File: src/rtl/hack_cpu.sv
//------------------------------------------------------------------------------
// hack_cpu : 16-bit Hack CPU core (A/D/PC registers, ALU, decode, jump logic)
// Revision : 1.0
//------------------------------------------------------------------------------
`default_nettype none

module hack_cpu (
  input  logic        clk,
  input  logic        reset,
  input  logic [15:0] inM,
  input  logic [15:0] instruction,
  output logic [15:0] outM,
  output logic        writeM,
  output logic [15:0] addressM,
  output logic [15:0] pc
);

  logic [15:0] a_q, a_d;
  logic [15:0] d_q, d_d;
  logic [15:0] pc_q, pc_d;

  logic        is_c;
  logic        sel_m;
  logic        zx, nx, zy, ny, fn, no;
  logic        dst_a, dst_d, dst_m;
  logic        j_lt, j_eq, j_gt;
  logic [15:0] alu_x, alu_y, alu_f, alu_out;
  logic        zr, ng;
  logic        jump;

  always_comb begin
    is_c  = instruction[15];
    sel_m = instruction[12];
    zx    = instruction[11];
    nx    = instruction[10];
    zy    = instruction[9];
    ny    = instruction[8];
    fn    = instruction[7];
    no    = instruction[6];
    dst_a = instruction[5];
    dst_d = instruction[4];
    dst_m = instruction[3];
    j_lt  = instruction[2];
    j_eq  = instruction[1];
    j_gt  = instruction[0];
  end

  // ALU operates on pre-edge register values; result feeds outM and A/D loads
  always_comb begin
    alu_x = zx ? 16'h0000 : d_q;
    alu_x = nx ? ~alu_x : alu_x;
    alu_y = zy ? 16'h0000 : (sel_m ? inM : a_q);
    alu_y = ny ? ~alu_y : alu_y;
    alu_f = fn ? (alu_x + alu_y) : (alu_x & alu_y);
    alu_out = no ? ~alu_f : alu_f;
    zr = (alu_out == 16'h0000);
    ng = alu_out[15];
  end

  always_comb begin
    jump = is_c & ((j_lt & ng) | (j_eq & zr) | (j_gt & ~ng & ~zr));
    a_d  = a_q;
    d_d  = d_q;
    if (!is_c) begin
      a_d = instruction;
    end else begin
      if (dst_a) a_d = alu_out;
      if (dst_d) d_d = alu_out;
    end
    pc_d = jump ? a_q : (pc_q + 16'd1);
  end

  always_ff @(posedge clk or posedge reset) begin
    if (reset) begin
      a_q  <= 16'h0000;
      d_q  <= 16'h0000;
      pc_q <= 16'h0000;
    end else begin
      a_q  <= a_d;
      d_q  <= d_d;
      pc_q <= pc_d;
    end
  end

  assign outM     = alu_out;
  assign writeM   = is_c & dst_m;
  assign addressM = a_q;
  assign pc       = pc_q;

endmodule

`default_nettype wire

File: config.mk
export PLATFORM = sky130hd
export DESIGN_NAME = hack_cpu
export DESIGN_NICKNAME = d
export VERILOG_FILES = /design/src/rtl/hack_cpu.sv
export SDC_FILE = /design/constraint.sdc
export NUM_CORES = 1
export LEC_CHECK = 0
export BUFFER_PORTS_ARGS = -buffer_cell sky130_fd_sc_hd__buf_4
export CAP_MARGIN = 20
export CELL_PAD_IN_SITES_DETAIL_PLACEMENT = 1
export CELL_PAD_IN_SITES_GLOBAL_PLACEMENT = 2
export CORE_ASPECT_RATIO = 1.5
export CORE_MARGIN = 5
export CORE_UTILIZATION = 34
export DETAILED_ROUTE_END_ITERATION = 8
export HOLD_SLACK_MARGIN = 0.15
export PLACE_DENSITY_LB_ADDON = 0.1
export SLEW_MARGIN = 0
export SYNTH_ARGS = -nofsm -noshare
export SYNTH_HDL_FRONTEND = slang
export SYNTH_SLANG_ARGS = --single-unit
export TNS_END_PERCENT = 100
File: constraint.sdc
create_clock -name clk -period 6.4 [get_ports clk]
set_input_delay 1.28 -clock clk [delete_from_list [all_inputs] [get_ports clk]]
set_output_delay 1.28 -clock clk [all_outputs]
set_load 0.02 [all_outputs]
**Word level (Yosys, flattened, before mapping)**

Cells that the tools add are included.

- Register bits: 48
- Input port bits: 34
- Logic and storage cells: 32

- $add $sub $neg: 2
- Equal/unequal tests: 1
- Mux-type cells: 10
- Bitwise operators: 14
- Reductions and logical operators: 2

Operators with widths:

| operator | count |
|---|---|
| two-way mux 16 bit | 10 |
| NOT 16 bit | 3 |
| adder 16 x 1 -> 16 bit (second input constant) | 1 |
| adder 16 bit | 1 |
| bitwise AND 16 bit | 1 |
| logical NOT 16 bit | 1 |
| bitwise AND 1 bit | 6 |
| != test 2 bit (second input constant) | 1 |
| NOT 1 bit | 2 |
| OR 1 bit | 2 |
| AND reduction 2 bit | 1 |

**Longest topological paths before layout**

- Depth in word-level cells: 14
- Depth in mapped cells: 17

**Worst setup path before layout**

OpenSTA, ideal clock, no wires.

- Kind: in2reg
- From: input instruction[12]
- To: register pc_q[10] (netlist: pc[10])
- Arrival: 5,542 ps
- Data required time: 6,275 ps
- Setup slack: 732 ps
- Cell stages on the path: 17
- Path through: clkbuf_1 > clkbuf_1 > mux2i_1 > nor2_1 > xor2_1 > ha_1 > buf_2 > a21o_1 > a21o_1 > a221o_1 > o221ai_2 > nand4_2 > nor4_1 > a31oi_1 > o311ai_4 > buf_12 > mux2_4

- Longest elaborated chain between the ends: 14
- Elaborated cells between the ends (all ways): 20

RTL lines:

| element | line | RTL |
|---|---|---|
| start: declaration | 11 | `input logic [15:0] instruction,` |
| two-way mux 16 bit (*) (2 in a row) | 52 | `alu_y = zy ? 16'h0000 : (sel_m ? inM : a_q);` |
| NOT 16 bit | 53 | `alu_y = ny ? ~alu_y : alu_y;` |
| two-way mux 16 bit (*) | 53 |  |
| adder 16 bit or bitwise AND 16 bit (tied branches) | 54 | `alu_f = fn ? (alu_x + alu_y) : (alu_x & alu_y);` |
| two-way mux 16 bit (*) | 54 |  |
| NOT 16 bit | 55 | `alu_out = no ? ~alu_f : alu_f;` |
| two-way mux 16 bit (*) | 55 |  |
| net outM[13] | 12 | `output logic [15:0] outM,` |
| logical NOT 16 bit (*) | 56 | `zr = (alu_out == 16'h0000);` |
| bitwise AND 1 bit or NOT 1 bit (tied branches) | 61 | `jump = is_c & ((j_lt & ng) \| (j_eq & zr) \| (j_gt & ~ng & ~zr));` |
| OR 1 bit or bitwise AND 1 bit (tied branches) | 61 |  |
| OR 1 bit (*) | 61 |  |
| bitwise AND 1 bit (*) | 61 |  |
| two-way mux 16 bit (*) | 70 | `pc_d = jump ? a_q : (pc_q + 16'd1);` |
| net pc_d[10] | 20 | `logic [15:0] pc_q, pc_d;` |
| end signal: assignment | 81 | `pc_q <= pc_d;` |
| end: declaration | 20 |  |

The timed path passes the listed nets; every way through them passes the cells marked *.
A chain may end at the register's enable or synchronous reset.

**Worst setup path in the final report**

- From: input instruction[12]
- To: output outM[12]

- Longest elaborated chain between the ends: 8
- Elaborated cells between the ends (all ways): 9

RTL lines:

| element | line |
|---|---|
| two-way mux 16 bit (*) (2 in a row) | 52 |
| NOT 16 bit | 53 |
| two-way mux 16 bit (*) | 53 |
| adder 16 bit or bitwise AND 16 bit (tied branches) | 54 |
| two-way mux 16 bit (*) | 54 |
| NOT 16 bit | 55 |
| two-way mux 16 bit (*) | 55 |
| end: declaration | 12 |

Mark *: on every way between the ends. The rest lies on a longest branch, timed or not.

==> impl_results.md <==
- Row cnt: slightly above 50
- Root Buffer: clkbuf_16
- Post-cts resize count: 0
- Syn_nets: between 500 and 600
- Startpoint Class: input pin
- Tmin final: about 5800 ps
- Area occupied by multi-input gates: about 3000 sq um
- Cts hold-fix bufs: 0
- Post-synth ARST share: 100%
- Slowest cell on crit path: fa_1
- Drt wl/cell: approximately 20 um
- Clk_skew: roughly 6.7 ps
- Register area: between 1000 and 1500 sq um
- GRT Total Usage: ~19%
- EDFF count, synth: 0
- Chip width: a little over 100 um
- Most used DFF post-synth: dfrtp_1
- Max Fclk: roughly 170 MHz
- DRT antenna net count: 0
- Grt ovf: 0
- Die Span Y: about 150 um
- CTS tree: yes
- Core ar.: roughly 13000 sq um
- Leak: 2.32 nW
- Launch point of the worst reg-to-reg path: addressM[0]
- FILL cells: 1518
- Antenna diodes: 0
- Clk pin slew, worst setup/hold paths: approximately 70 ps
- I/O Pins: 83
- Register bit total from synthesis: between 40 and 50
- Crit share post-route: approximately nine tenths
- Nets: 616
- Routed vias/inst: about 5.4
- Port Buffer Count: 82
- Crit Path Max Fanout: 17
- Final Hold Vio Count: 0
- RSZ-0062 raised after global routing: no
- Synthesized area per cell: just under 9 sq um
- Total negative setup slack: 0 ps
- FF-to-FF path depth: 15
- Worst Min Path Start: d_q[8]
- Top post-synthesis cells by count: dfrtp_1, nor2_1, xnor2_1, mux2i_1, nand2_1
- Vias in the first global route: around 4100
- Worst skew pair latency: 290 ps
- Top area cells in the synthesized netlist: dfrtp_1, xnor2_1, mux2i_1, mux2_2, ha_1
- Syn. warnings: 0
- Largest stage delay, worst path: 460 ps
- Cell mode on critical path: buf_4
- First-pass GRT wire length: around 22000 um
- 1st-iter DRT viols: ~110
- Layout cell share with drive strength beyond 1: roughly a quarter
- Full die area: 15400 sq um
- CP Capture Type: output port
- Setup repair bufs after CTS: 0
- Initial antenna violation count: 0
- Starting Density: 34.4%
- Max cap viols: 0
- Yosys cell types: 67
- Final Slew Violations: 0
- CTS sink cnt: 48
- Req. time, crit path: just over 5000 ps
- P per Cell Area: 408 nW/um^2
- Final Util: 41.1%
- Routed wire length: 14200 um
- Status: completed
- Clock Path Buffers: 2
- Synth area leader: dfrtp_1
- HP Class: reg -> reg
- Worst setup path start: instruction[12]
- Cells after Synth: about 500
- Worst hold path depth: 2
- Via count: just under 4000
- Yosys top cell area share: around 27%
- Relative slew slack: between 40% and 50%
- Number of CTS-inserted buffers: 5
- Largest net degree at the start of global routing: 49
- DP HPWL: approximately 11000 um
- Critical path class: in -> out
- Placer Congestion: 0.866
- Worst-margin pin slew: 868 ps
- Crit-path cells: buf_4 > mux2i_1 > nor2_1 > xor2_1 > ha_1 > fa_1 > a211oi_2 > o21ai_1 > a21o_2 > nor4bb_1 > nor3_1 > nand2b_1 > buf_4
- Post-synthesis sequential area ratio: ~27%
- H-tree level count: 2
- Drt first pass iters: 4
- DRC viols: 0
- Synthesis-to-layout area growth: 19.7%
- Crit path DAT: 4530 ps
- Final setup fails: 0
- Most numerous cell in the Yosys netlist: dfrtp_1
- Netlist Area Pre-Place: 4410 sq um
- Worst vdd ir: 0.133 mV
## cells by family (layout without fill, tap and decap cells)
group | Yosys count | count (layout) | share of synthesized area [%]
compound gates | 102 | 102 | 16.5
xor+xnor | 58 | 58 | 11.5
fa+ha+maj | 18 | 18 | 5.28
buf+inv | 46 | 109 | 4.66
flops | 48 | 48 | 27.2
mux | 60 | 60 | 15.2
simple gates | 170 | 170 | 19.6
## per-layer routing
layer / routed length (um) / vias to the layer above / GRT usage [%]
li1: - / 1918 / -
met1: 6440 / 1931 / 25.2
met4: 204 / 0 / 4.67
met3: 507 / 11 / 1.54
met2: 7030 / 79 / 31.5
met5: 0 / - / 0
## state kept, by name (all words and copies together), names as in the netlist
register / cells
d_q: 16
pc: 16
addressM: 16
## worst paths after layout
check / slack [ps] / end
setup / recovery: 590 / outM[12]
max in group asynchronous: 4920 / addressM[0]
min in group asynchronous: 960 / addressM[11]
hold / removal: 490 / d_q[8]
setup reg to reg: 1820 / pc[3]
hold reg to reg: 490 / d_q[8]
## area by class of cell
type,instances,area share (%)
Tap cell,159,3.77
Timing Repair Buffer,88,12.8
Sequential cell,48,22.8
Clock inverter,2,0.284
Multi-Input combinational cell,408,56.9
Clock buffer,6,2.63
Inverter,13,0.925
## layout by cell type (no fill, tap or decap), types with 3 or more instances in the layout
cell type / count
nand3_1: 19
nand2_1: 29
xor2_1: 21
a21o_1: 5
o211ai_1: 6
mux2i_1: 32
nor3_1: 20
mux2_4: 9
nand2b_1: 22
and3_1: 7
clkbuf_16: 5
ha_1: 17
o22ai_1: 5
buf_4: 87
or2_2: 3
a31oi_1: 4
a21oi_1: 28
nor4_1: 3
and2_1: 4
dfrtp_1: 48
or3_1: 6
o21ai_0: 18
a211oi_1: 3
mux2_2: 19
inv_1: 10
xnor2_1: 37
nor2_1: 46
o2bb2ai_1: 3
## metrics by stage
stage	total power, mW	std cells	area [sq um]	hold slack, ps	worst slack, ps
floorplan	1.43	502	4410	450	732
CTS	2.18	723	5260	489	571
finish	2.15	724	5280	491	590
global route	2.31	724	5280	522	312
detailed placement	1.89	715	5100	472	571
global placement	1.85	715	5100	465	648
## critical path: cells and delay by family
kind / cells / cell delay, ps
xor gates and xnor gates: 1 / 140
adders and majority gates: 2 / 750
and+or+nand+nor: 4 / 690
AOI/OAI and AO/OA: 3 / 990
buffers and inverters: 2 / 450
muxes: 1 / 220
## power breakdown
| part | total (mW) | switching [mW] | internal (mW) | leakage (nW) |
|---|---|---|---|---|
| Sequential | 0.525 | 0.105 | 0.420 | 0.560 |
| Combinational | 1.35 | 0.756 | 0.593 | 1.69 |
| Clock | 0.277 | 0.121 | 0.156 | 0.0691 |
No activity file was read; power rests on OpenSTA's default activity.
